`src/rtl/apb_arbiter_pkg.sv`:
```
// apb_arbiter_pkg: shared types and constants for the APB segment arbiter.
// Holds the FSM state encoding, the port-count ceiling and the abort read data.
// Imported by apb_arbiter and apb_arbiter_rr_picker.
package apb_arbiter_pkg;

  typedef enum logic [1:0] {
    IDLE    = 2'd0,
    DSETUP  = 2'd1,
    DACCESS = 2'd2,
    RESP    = 2'd3
  } arb_state_t;

  localparam int          ARB_MAX_PORTS    = 8;
  localparam logic [31:0] ARB_TIMEOUT_DATA = 32'h0;

endpackage

```
`src/rtl/apb_arbiter_rr_picker.sv`:
```
// apb_arbiter_rr_picker: round-robin choice among requesting ports.
// Latency: purely combinational; the search starts at last_grant+1 mod NUM_PORTS.
// Backpressure: none; vld_o is low when no port requests.
module apb_arbiter_rr_picker #(
  parameter int NUM_PORTS = 2,
  parameter int IDX_W     = $clog2(NUM_PORTS)
) (
  input  logic [NUM_PORTS-1:0] req_i,
  input  logic [IDX_W-1:0]     last_grant_i,
  output logic                 vld_o,
  output logic [IDX_W-1:0]     idx_o
);

  // Walk offsets from farthest to nearest so the nearest requester after last_grant wins.
  always_comb begin
    int cand;
    cand  = 0;
    vld_o = 1'b0;
    idx_o = '0;
    for (int off = NUM_PORTS; off >= 1; off--) begin
      cand = int'(last_grant_i) + off;
      if (cand >= NUM_PORTS) cand = cand - NUM_PORTS;
      if (req_i[cand]) begin
        vld_o = 1'b1;
        idx_o = IDX_W'(cand);
      end
    end
  end

endmodule

```
`src/rtl/apb_arbiter.sv`:
```
// apb_arbiter: shares one downstream APB segment between NUM_PORTS upstream requesters.
// Latency: upstream SETUP at cycle 0 -> downstream SETUP cycle 1, upstream pready cycle 3 (+1 per wait).
// Backpressure: non-granted upstream ports see pready=0 until served; APB_ARBITER_TIMEOUT_EN adds a DACCESS watchdog.
// Requests are keyed on upstream psel only; all upstream fields are latched once at the grant.
module apb_arbiter
  import apb_arbiter_pkg::*;
#(
  parameter int NUM_PORTS      = 2,
  parameter int TIMEOUT_CYCLES = 1023,
  parameter int ADDR_WIDTH     = 32,
  parameter int DATA_WIDTH     = 32,
  parameter int IDX_W          = $clog2(NUM_PORTS)
) (
  input  logic                                  pclk,
  input  logic                                  rst,
  // upstream (completer side, one lane per requester)
  input  logic [NUM_PORTS-1:0]                  us_psel_i,
  input  logic [NUM_PORTS-1:0][ADDR_WIDTH-1:0]  us_paddr_i,
  input  logic [NUM_PORTS-1:0]                  us_pwrite_i,
  input  logic [NUM_PORTS-1:0][DATA_WIDTH-1:0]  us_pwdata_i,
  input  logic [NUM_PORTS-1:0][DATA_WIDTH/8-1:0] us_pstrb_i,
  input  logic [NUM_PORTS-1:0][2:0]             us_pprot_i,
  output logic [NUM_PORTS-1:0]                  us_pready_o,
  output logic [NUM_PORTS-1:0][DATA_WIDTH-1:0]  us_prdata_o,
  output logic [NUM_PORTS-1:0]                  us_pslverr_o,
  output logic [NUM_PORTS-1:0]                  us_pruser_o,
  output logic [NUM_PORTS-1:0]                  us_pbuser_o,
  // downstream (requester side, shared segment)
  output logic                                  ds_psel_o,
  output logic                                  ds_penable_o,
  output logic [ADDR_WIDTH-1:0]                 ds_paddr_o,
  output logic                                  ds_pwrite_o,
  output logic [DATA_WIDTH-1:0]                 ds_pwdata_o,
  output logic [DATA_WIDTH/8-1:0]               ds_pstrb_o,
  output logic [2:0]                            ds_pprot_o,
  output logic                                  ds_pauser_o,
  output logic                                  ds_pwuser_o,
  input  logic [DATA_WIDTH-1:0]                 ds_prdata_i,
  input  logic                                  ds_pready_i,
  input  logic                                  ds_pslverr_i,
  // status
  output logic [IDX_W-1:0]                      grant_id,
  output logic                                  busy
);

  localparam int STRB_W = DATA_WIDTH / 8;

  if (NUM_PORTS < 2 || NUM_PORTS > ARB_MAX_PORTS) begin : g_bad_ports
    $error("apb_arbiter: NUM_PORTS out of range 2..8");
  end
  if (TIMEOUT_CYCLES < 1 || TIMEOUT_CYCLES > 65535) begin : g_bad_timeout
    $error("apb_arbiter: TIMEOUT_CYCLES out of range 1..65535");
  end

  arb_state_t                            state_q;
  logic [IDX_W-1:0]                      grant_q;
  logic [IDX_W-1:0]                      last_q;
  logic                                  busy_q;
  logic                                  ds_psel_q;
  logic                                  ds_penable_q;
  logic                                  ds_pwrite_q;
  logic [ADDR_WIDTH-1:0]                 ds_paddr_q;
  logic [DATA_WIDTH-1:0]                 ds_pwdata_q;
  logic [STRB_W-1:0]                     ds_pstrb_q;
  logic [2:0]                            ds_pprot_q;
  logic [NUM_PORTS-1:0]                  us_pready_q;
  logic [NUM_PORTS-1:0][DATA_WIDTH-1:0]  us_prdata_q;
  logic [NUM_PORTS-1:0]                  us_pslverr_q;

  logic                                  pick_vld;
  logic [IDX_W-1:0]                      pick_idx;

`ifdef APB_ARBITER_TIMEOUT_EN
  localparam logic [15:0] TO_LAST = 16'(TIMEOUT_CYCLES - 1);
  logic [15:0] to_cnt_q;
`endif

  apb_arbiter_rr_picker #(
    .NUM_PORTS (NUM_PORTS),
    .IDX_W     (IDX_W)
  ) u_picker (
    .req_i        (us_psel_i),
    .last_grant_i (last_q),
    .vld_o        (pick_vld),
    .idx_o        (pick_idx)
  );

  // Transaction FSM: grant in IDLE, replay downstream, return the registered response.
  always_ff @(posedge pclk or posedge rst) begin
    if (rst) begin
      state_q      <= IDLE;
      grant_q      <= '0;
      last_q       <= IDX_W'(NUM_PORTS - 1);
      busy_q       <= 1'b0;
      ds_psel_q    <= 1'b0;
      ds_penable_q <= 1'b0;
      ds_pwrite_q  <= 1'b0;
      ds_paddr_q   <= '0;
      ds_pwdata_q  <= '0;
      ds_pstrb_q   <= '0;
      ds_pprot_q   <= '0;
      us_pready_q  <= '0;
      us_prdata_q  <= '0;
      us_pslverr_q <= '0;
`ifdef APB_ARBITER_TIMEOUT_EN
      to_cnt_q     <= '0;
`endif
    end else begin
      case (state_q)
        IDLE: begin
          if (pick_vld) begin
            state_q      <= DSETUP;
            grant_q      <= pick_idx;
            last_q       <= pick_idx;
            busy_q       <= 1'b1;
            ds_psel_q    <= 1'b1;
            ds_penable_q <= 1'b0;
            ds_paddr_q   <= us_paddr_i[pick_idx];
            ds_pwrite_q  <= us_pwrite_i[pick_idx];
            ds_pwdata_q  <= us_pwdata_i[pick_idx];
            ds_pstrb_q   <= us_pstrb_i[pick_idx];
            ds_pprot_q   <= us_pprot_i[pick_idx];
          end
        end
        DSETUP: begin
          state_q      <= DACCESS;
          ds_penable_q <= 1'b1;
`ifdef APB_ARBITER_TIMEOUT_EN
          to_cnt_q     <= '0;
`endif
        end
        DACCESS: begin
          // A pready coinciding with the watchdog limit is a normal completion.
          if (ds_pready_i) begin
            state_q               <= RESP;
            ds_psel_q             <= 1'b0;
            ds_penable_q          <= 1'b0;
            us_pready_q[grant_q]  <= 1'b1;
            us_prdata_q[grant_q]  <= ds_prdata_i;
            us_pslverr_q[grant_q] <= ds_pslverr_i;
          end
`ifdef APB_ARBITER_TIMEOUT_EN
          else if (to_cnt_q == TO_LAST) begin
            state_q               <= RESP;
            ds_psel_q             <= 1'b0;
            ds_penable_q          <= 1'b0;
            us_pready_q[grant_q]  <= 1'b1;
            us_prdata_q[grant_q]  <= DATA_WIDTH'(ARB_TIMEOUT_DATA);
            us_pslverr_q[grant_q] <= 1'b1;
          end else begin
            to_cnt_q <= to_cnt_q + 16'd1;
          end
`endif
        end
        RESP: begin
          state_q      <= IDLE;
          busy_q       <= 1'b0;
          us_pready_q  <= '0;
          us_prdata_q  <= '0;
          us_pslverr_q <= '0;
        end
        default: state_q <= IDLE;
      endcase
    end
  end

  assign ds_psel_o    = ds_psel_q;
  assign ds_penable_o = ds_penable_q;
  assign ds_paddr_o   = ds_paddr_q;
  assign ds_pwrite_o  = ds_pwrite_q;
  assign ds_pwdata_o  = ds_pwdata_q;
  assign ds_pstrb_o   = ds_pstrb_q;
  assign ds_pprot_o   = ds_pprot_q;
  assign ds_pauser_o  = 1'b0;
  assign ds_pwuser_o  = 1'b0;
  assign us_pready_o  = us_pready_q;
  assign us_prdata_o  = us_prdata_q;
  assign us_pslverr_o = us_pslverr_q;
  assign us_pruser_o  = '0;
  assign us_pbuser_o  = '0;
  assign grant_id     = grant_q;
  assign busy         = busy_q;

endmodule

```
`config.mk`:
```
export PLATFORM = sky130hd
export DESIGN_NAME = apb_arbiter
export DESIGN_NICKNAME = d
export VERILOG_FILES = /design/src/rtl/apb_arbiter_pkg.sv /design/src/rtl/apb_arbiter_rr_picker.sv /design/src/rtl/apb_arbiter.sv
export SDC_FILE = /design/constraint.sdc
export NUM_CORES = 1
export LEC_CHECK = 0
export CORE_MARGIN = 1
export CORE_UTILIZATION = 39
export CTS_BUF_LIST = sky130_fd_sc_hd__clkbuf_8
export DETAILED_ROUTE_END_ITERATION = 8
export PLACE_DENSITY = 0.79
export SYNTH_ARGS = -nofsm -noshare
export SYNTH_HDL_FRONTEND = slang
export SYNTH_SLANG_ARGS = --single-unit
```
`constraint.sdc`:
```
create_clock -name pclk -period 5.9 [get_ports pclk]
set_input_delay 1.18 -clock pclk [delete_from_list [all_inputs] [get_ports pclk]]
set_output_delay 1.18 -clock pclk [all_outputs]
set_load 0.005 [all_outputs]
```
==> flow_metrics.tcl, run 1 <==
set metrics [dict create \
    die_y_um 130 \
    synth_cell_types 31 \
    leakage_nw 4.49 \
    ff_latch_area_um2 3680 \
    cts_setup_buffers 0 \
    design.core.area_um2 15900 \
    path_class "input port to flop" \
    worstSetupEndpointType "flop" \
    r2r_cells 6 \
    final_common_cell "clkdlybuf4s50_1" \
    skew_ns 0.00977 \
    hold_path.startpoint "us_prdata_o[0]" \
    fin_crit_sh_pct 51.8 \
    ant_nets 0 \
    ys_seq_elements 147 \
    overflow 0 \
    cts_inserted_buffers 17 \
    cts_root_buf "clkbuf_8" \
    routedWlPerCell_um 17.7 \
    cp.arrival_ns 3.42 \
    grt_max_degree 111 \
    clock_latency_ns 0.45 \
    clock-sinks 147 \
    grt_first_pass_wirelength_um 31600 \
    power_density_nw_per_um2 506 \
    final_net_count 1157 \
    hold-path-endpoint "us_prdata_o[0]" \
    rsz0062_at_grt "no" \
    dieArea_um2 17000 \
    drive_gt1_share_pct 5.50 \
    p_total_mw 5.19 \
    drt_first_pass_iters 5 \
    syn-cell-area_um2 6410 \
    clockBufferDepth 2 \
    port_buffers 325 \
    yosysTopAreaCellShare_pct 57.0 \
    n_fill_cell 1338 \
    vias_per_cell 4.99 \
    drcViolationCount 0 \
    ir_worst_vdd_mv 0.374 \
    clock.fmax_mhz 327 \
    whs_path_depth 2 \
    syn_area_per_cell_um2 9.70 \
    route.vias.total 5977 \
    cts_tree "yes" \
    maxSlewViolCount 0 \
    fin_setup_tns_ns 0 \
    cpPeakStageDelay_ns 0.89 \
    synthTopCellsByArea "dfrtp_1 (57%), a21oi_1 (12%), nand2_1 (6.0%)" \
    tightest_slew_ns 1.04 \
    syn2layout_area_growth_pct 60.0 \
    grtUsageTotal_pct 24.7 \
    required_ns 6.27 \
    io_pins 332 \
    ys_seq_area_share_pct 57.4 \
    relSlewSlack_pct 30.6 \
    antenna_found_initial 0 \
    final-hold-violation-count 0 \
    layout_common_cells "clkdlybuf4s50_1 (325), a21oi_1 (148), dfrtp_1 (146)" \
    yosys.area.top_type "dfrtp_1" \
    drtIter0Drc 353 \
    rrSetupSlack_ns 3.48 \
    startpoint_type "input port" \
    worst_r2r_endpoint "ds_paddr_o[16]" \
    critPathBufInv 2 \
    diodes 0 \
    grt_pass1_vias 5791 \
    dp_hpwl_um 14600 \
    cpMaxStageDelayCell "a21bo_2" \
    cp_max_fo 50 \
    fin_crit_ns 3.06 \
    cap_violations 0 \
    synthCells 661 \
    yosysWarnings 0 \
    setup_viol 0 \
    initial_utilization_pct 40.2 \
    finalWirelength_um 21200 \
    r2r-start "state_q[0]" \
    clkTransAtPathRegs_ns 0.08 \
    die_width_um 130 \
    ctsHoldBuffers 0 \
    finalWeightedCongestion 0.859 \
    rows 46 \
    crit_family "buffers and inverters" \
    h-tree-depth 4 \
    path_cells "clkdlybuf4s50_1 > a21bo_2 > buf_4 > nand2_1 > a21oi_1" \
    min_path_type "flop to flop" \
    status "finished clean" \
    multi_input_area_um2 2390 \
    cts-resized-gates 0 \
]
## cell families (layout without fill, tap and decap cells)
logic type	Yosys count	after routing	synth area share [%]
buffers and inverters	88	403	6.30
AND/OR/NAND/NOR	187	187	11.4
flip-flops	147	147	57.4
multiplexers	36	36	5.68
other	1	6	0.0585
adder cells (fa/ha/maj)	7	7	1.37
AO/OA/AOI/OAI	195	195	17.9
## synth_stat cells (all sizes together)
cell type / count
a21bo: 1
a21boi: 1
a21oi: 148
a22o: 34
a2bb2oi: 2
a31oi: 1
buf: 32
clkbuf: 19
conb: 1
dfrtp: 146
dfstp: 1
ha: 7
inv: 37
mux2: 3
mux2i: 33
nand2: 103
nor2: 78
nor2b: 2
nor3: 2
nor3b: 2
o21a: 1
o21ai: 3
o21ba: 1
o2bb2ai: 2
o31ai: 1
## power breakdown
group	total, mW	switching (mW)	internal [mW]
combinational	2.52	1.14	1.38
sequential	1.74	0.271	1.47
clock	0.929	0.419	0.510
total	5.19	1.83	3.36
## flip-flops by register name (all words and copies together), names as in the netlist
signal        flops
ds_pwdata_o      32
state_q           2
ds_penable_o      1
ds_paddr_o       32
ds_pstrb_o        4
us_pready_o       2
ds_pwrite_o       1
last_q            1
busy              1
grant_id          1
ds_psel_o         1
us_pslverr_o      2
ds_pprot_o        3
us_prdata_o      64
## through the flow
stage	hold slack [ns]	utilization, %	cell area (µm²)	cells	setup slack (ns)
2_1_floorplan	0.498	-	6430	666	0.770
3_3_place_gp	0.488	61.5	9800	1165	2.44
3_5_place_dp	0.492	61.5	9800	1165	2.37
4_1_cts	0.514	64.4	10300	1197	2.85
5_1_grt	0.533	64.4	10300	1197	2.70
6_report	0.511	64.4	10300	1197	2.84
## layer usage
layer | global-route usage, % | share of wire (%)
met5 | 0 | 0
met2 | 41.3 | 51
met4 | 11.1 | 2.9
met3 | 6.03 | 6.3
met1 | 30.4 | 40
## cell type report
class / count / area share (%)
multi-input combinational: 431 / 23.3
clock buffer: 17 / 2.28
clock inverter: 15 / 2.24
timing repair buffer: 334 / 32.3
inverter: 37 / 1.40
sequential: 147 / 35.8
tap: 216 / 2.63
## worst reg2reg max path: stages (launching register included)
cell and delay (ns):
dfrtp_1 0.43, inv_1 0.16, ha_1 0.37, o21a_2 0.58, buf_4 0.55, nor2_1 0.12, a21oi_1 0.15
## worst max path at each step
stage	from	to	slack [ns]	cells past startpoint
after floorplan	rst	busy	0.77	1
after global placement	us_psel_i[0]	ds_paddr_o[1]	2.44	5
after global routing	us_psel_i[0]	ds_paddr_o[10]	2.70	5
after CTS	us_psel_i[0]	ds_paddr_o[16]	2.85	5
after detailed placement	us_psel_i[0]	ds_paddr_o[16]	2.37	5
final	us_psel_i[0]	ds_paddr_o[16]	2.84	5
Power figures use the tool's default switching activity.
==> inputs of run 2 (changes only) <==
--- a/config.mk
+++ b/config.mk
@@ -6,7 +6,7 @@
 export NUM_CORES = 1
 export LEC_CHECK = 0
 export CORE_MARGIN = 1
-export CORE_UTILIZATION = 39
+export CORE_UTILIZATION = 37
 export CTS_BUF_LIST = sky130_fd_sc_hd__clkbuf_8
 export DETAILED_ROUTE_END_ITERATION = 8
 export PLACE_DENSITY = 0.79
==> constraint.sdc (replaced) <==
create_clock -name pclk -period 2.63 [get_ports pclk]
set_input_delay 0.526 -clock pclk [delete_from_list [all_inputs] [get_ports pclk]]
set_output_delay 0.526 -clock pclk [all_outputs]
set_load 0.005 [all_outputs]
==> run 2 against run 1 <==
Effect of this change: register-to-register slack got worse by 2.9 ns; global-route usage fell by 1.3 points; worst setup slack got worse by 2.3 ns; largest cell class unchanged; critical path type is now flop to output pin.
==> flow_metrics.tcl, run 2 (synthesized netlist as in run 1, its figures left out) <==
set metrics [dict create \
    design.core.area_um2 16800 \
    final_net_count 1162 \
    cpPeakStageDelay_ns 0.58 \
    p_total_mw 11.4 \
    power_density_nw_per_um2 1110 \
    clock-sinks 147 \
    n_fill_cell 1406 \
    worstSetupEndpointType "output pin" \
    dieArea_um2 17900 \
    finalWeightedCongestion 0.868 \
    fin_crit_sh_pct 79.6 \
    fin_setup_tns_ns 0 \
    maxSlewViolCount 0 \
    cts_root_buf "clkbuf_8" \
    fin_crit_ns 2.09 \
    port_buffers 325 \
    min_path_type "flop to flop" \
    startpoint_type "flop" \
    cts_tree "yes" \
    clockBufferDepth 2 \
    initial_utilization_pct 38.3 \
    h-tree-depth 4 \
    route.vias.total 5978 \
    clock.fmax_mhz 478 \
    cap_violations 0 \
    grt_pass1_vias 5989 \
    die_y_um 134 \
    ir_worst_vdd_mv 0.608 \
    drive_gt1_share_pct 6.09 \
    antenna_found_initial 0 \
    leakage_nw 4.49 \
    drtIter0Drc 256 \
    die_width_um 134 \
    grt_first_pass_wirelength_um 32000 \
    crit_family "buffers and inverters" \
    cts_setup_buffers 0 \
    grt_max_degree 84 \
    rows 47 \
    diodes 0 \
    clock_latency_ns 0.45 \
    drt_first_pass_iters 5 \
    cp.arrival_ns 1.57 \
    setup_viol 0 \
    final-hold-violation-count 0 \
    design_area_um2 10300 \
    clkTransAtPathRegs_ns 0.08 \
    required_ns 2.10 \
    path_class "flop to output pin" \
    final_cells 1206 \
    largest_reg_flops 64 \
    overflow 0 \
    grtUsageTotal_pct 23.4 \
    whs_ns 0.508 \
    post-place-ws_ns 0.441 \
    ant_nets 0 \
    routedWlPerCell_um 17.2 \
    cp_max_fo 9 \
    status "finished clean" \
    drcViolationCount 0 \
    final_common_cell "clkdlybuf4s50_1" \
    skew_ns 0.0147 \
    path_cells "clkdlybuf4s50_1" \
    dp_hpwl_um 14700 \
    fin_util_pct 61.6 \
    syn2layout_area_growth_pct 60.9 \
    critPathBufInv 1 \
    cts_inserted_buffers 17 \
    fin_ws_ns 0.538 \
    placed_area_um2 9930 \
    finalWirelength_um 20800 \
    cpMaxStageDelayCell "clkdlybuf4s50_1" \
    ctsHoldBuffers 0 \
    rsz0062_at_grt "no" \
    vias_per_cell 4.96 \
    layout_common_cells "clkdlybuf4s50_1 (325), a21oi_1 (148), dfrtp_1 (146)" \
    cts-resized-gates 0 \
    dp.cells 1174 \
    io_pins 332 \
]
==> run 2: metal layers <==
metal / vias to the layer above / share of wire (%) / global-route usage (%)
met1: 2880 / 42 / 29.3
met3: 41 / 4.8 / 5.40
li1: 2817 / - / -
met4: 0 / 3.2 / 10.4
met2: 240 / 50 / 38.7
met5: - / 0 / 0
==> run 2: where the power goes <==
part | leakage [nW] | internal [mW] | total, mW | switching, mW
clock network | 0.183 | 0.799 | 1.75 | 0.954
logic | 2.55 | 3.19 | 5.77 | 2.58
registers | 1.76 | 3.30 | 3.89 | 0.583
==> run 2: cell type report <==
type / count / area (µm²) / area share, %
clock inverters: 14 / 143 / 1.38
repair buffers: 339 / 3450 / 33.4
multi-input cells: 431 / 2390 / 23.1
well taps: 220 / 275 / 2.67
inverters: 37 / 143 / 1.38
clock buffers: 18 / 248 / 2.40
flip-flops and latches: 147 / 3680 / 35.7
==> run 2: final timing paths <==
check	end	slack, ns	startpoint	cells after the start
max in group asynchronous	last_q	1.65	rst	3
worst max-delay path	grant_id	0.54	grant_id	1
worst max register to register	us_prdata_o[34]	0.58	state_q[0]	6
min in group asynchronous	ds_pwdata_o[28]	0.57	rst	3
worst min register to register	us_prdata_o[40]	0.51	us_prdata_o[40]	1
worst min-delay path	us_prdata_o[40]	0.51	us_prdata_o[40]	1
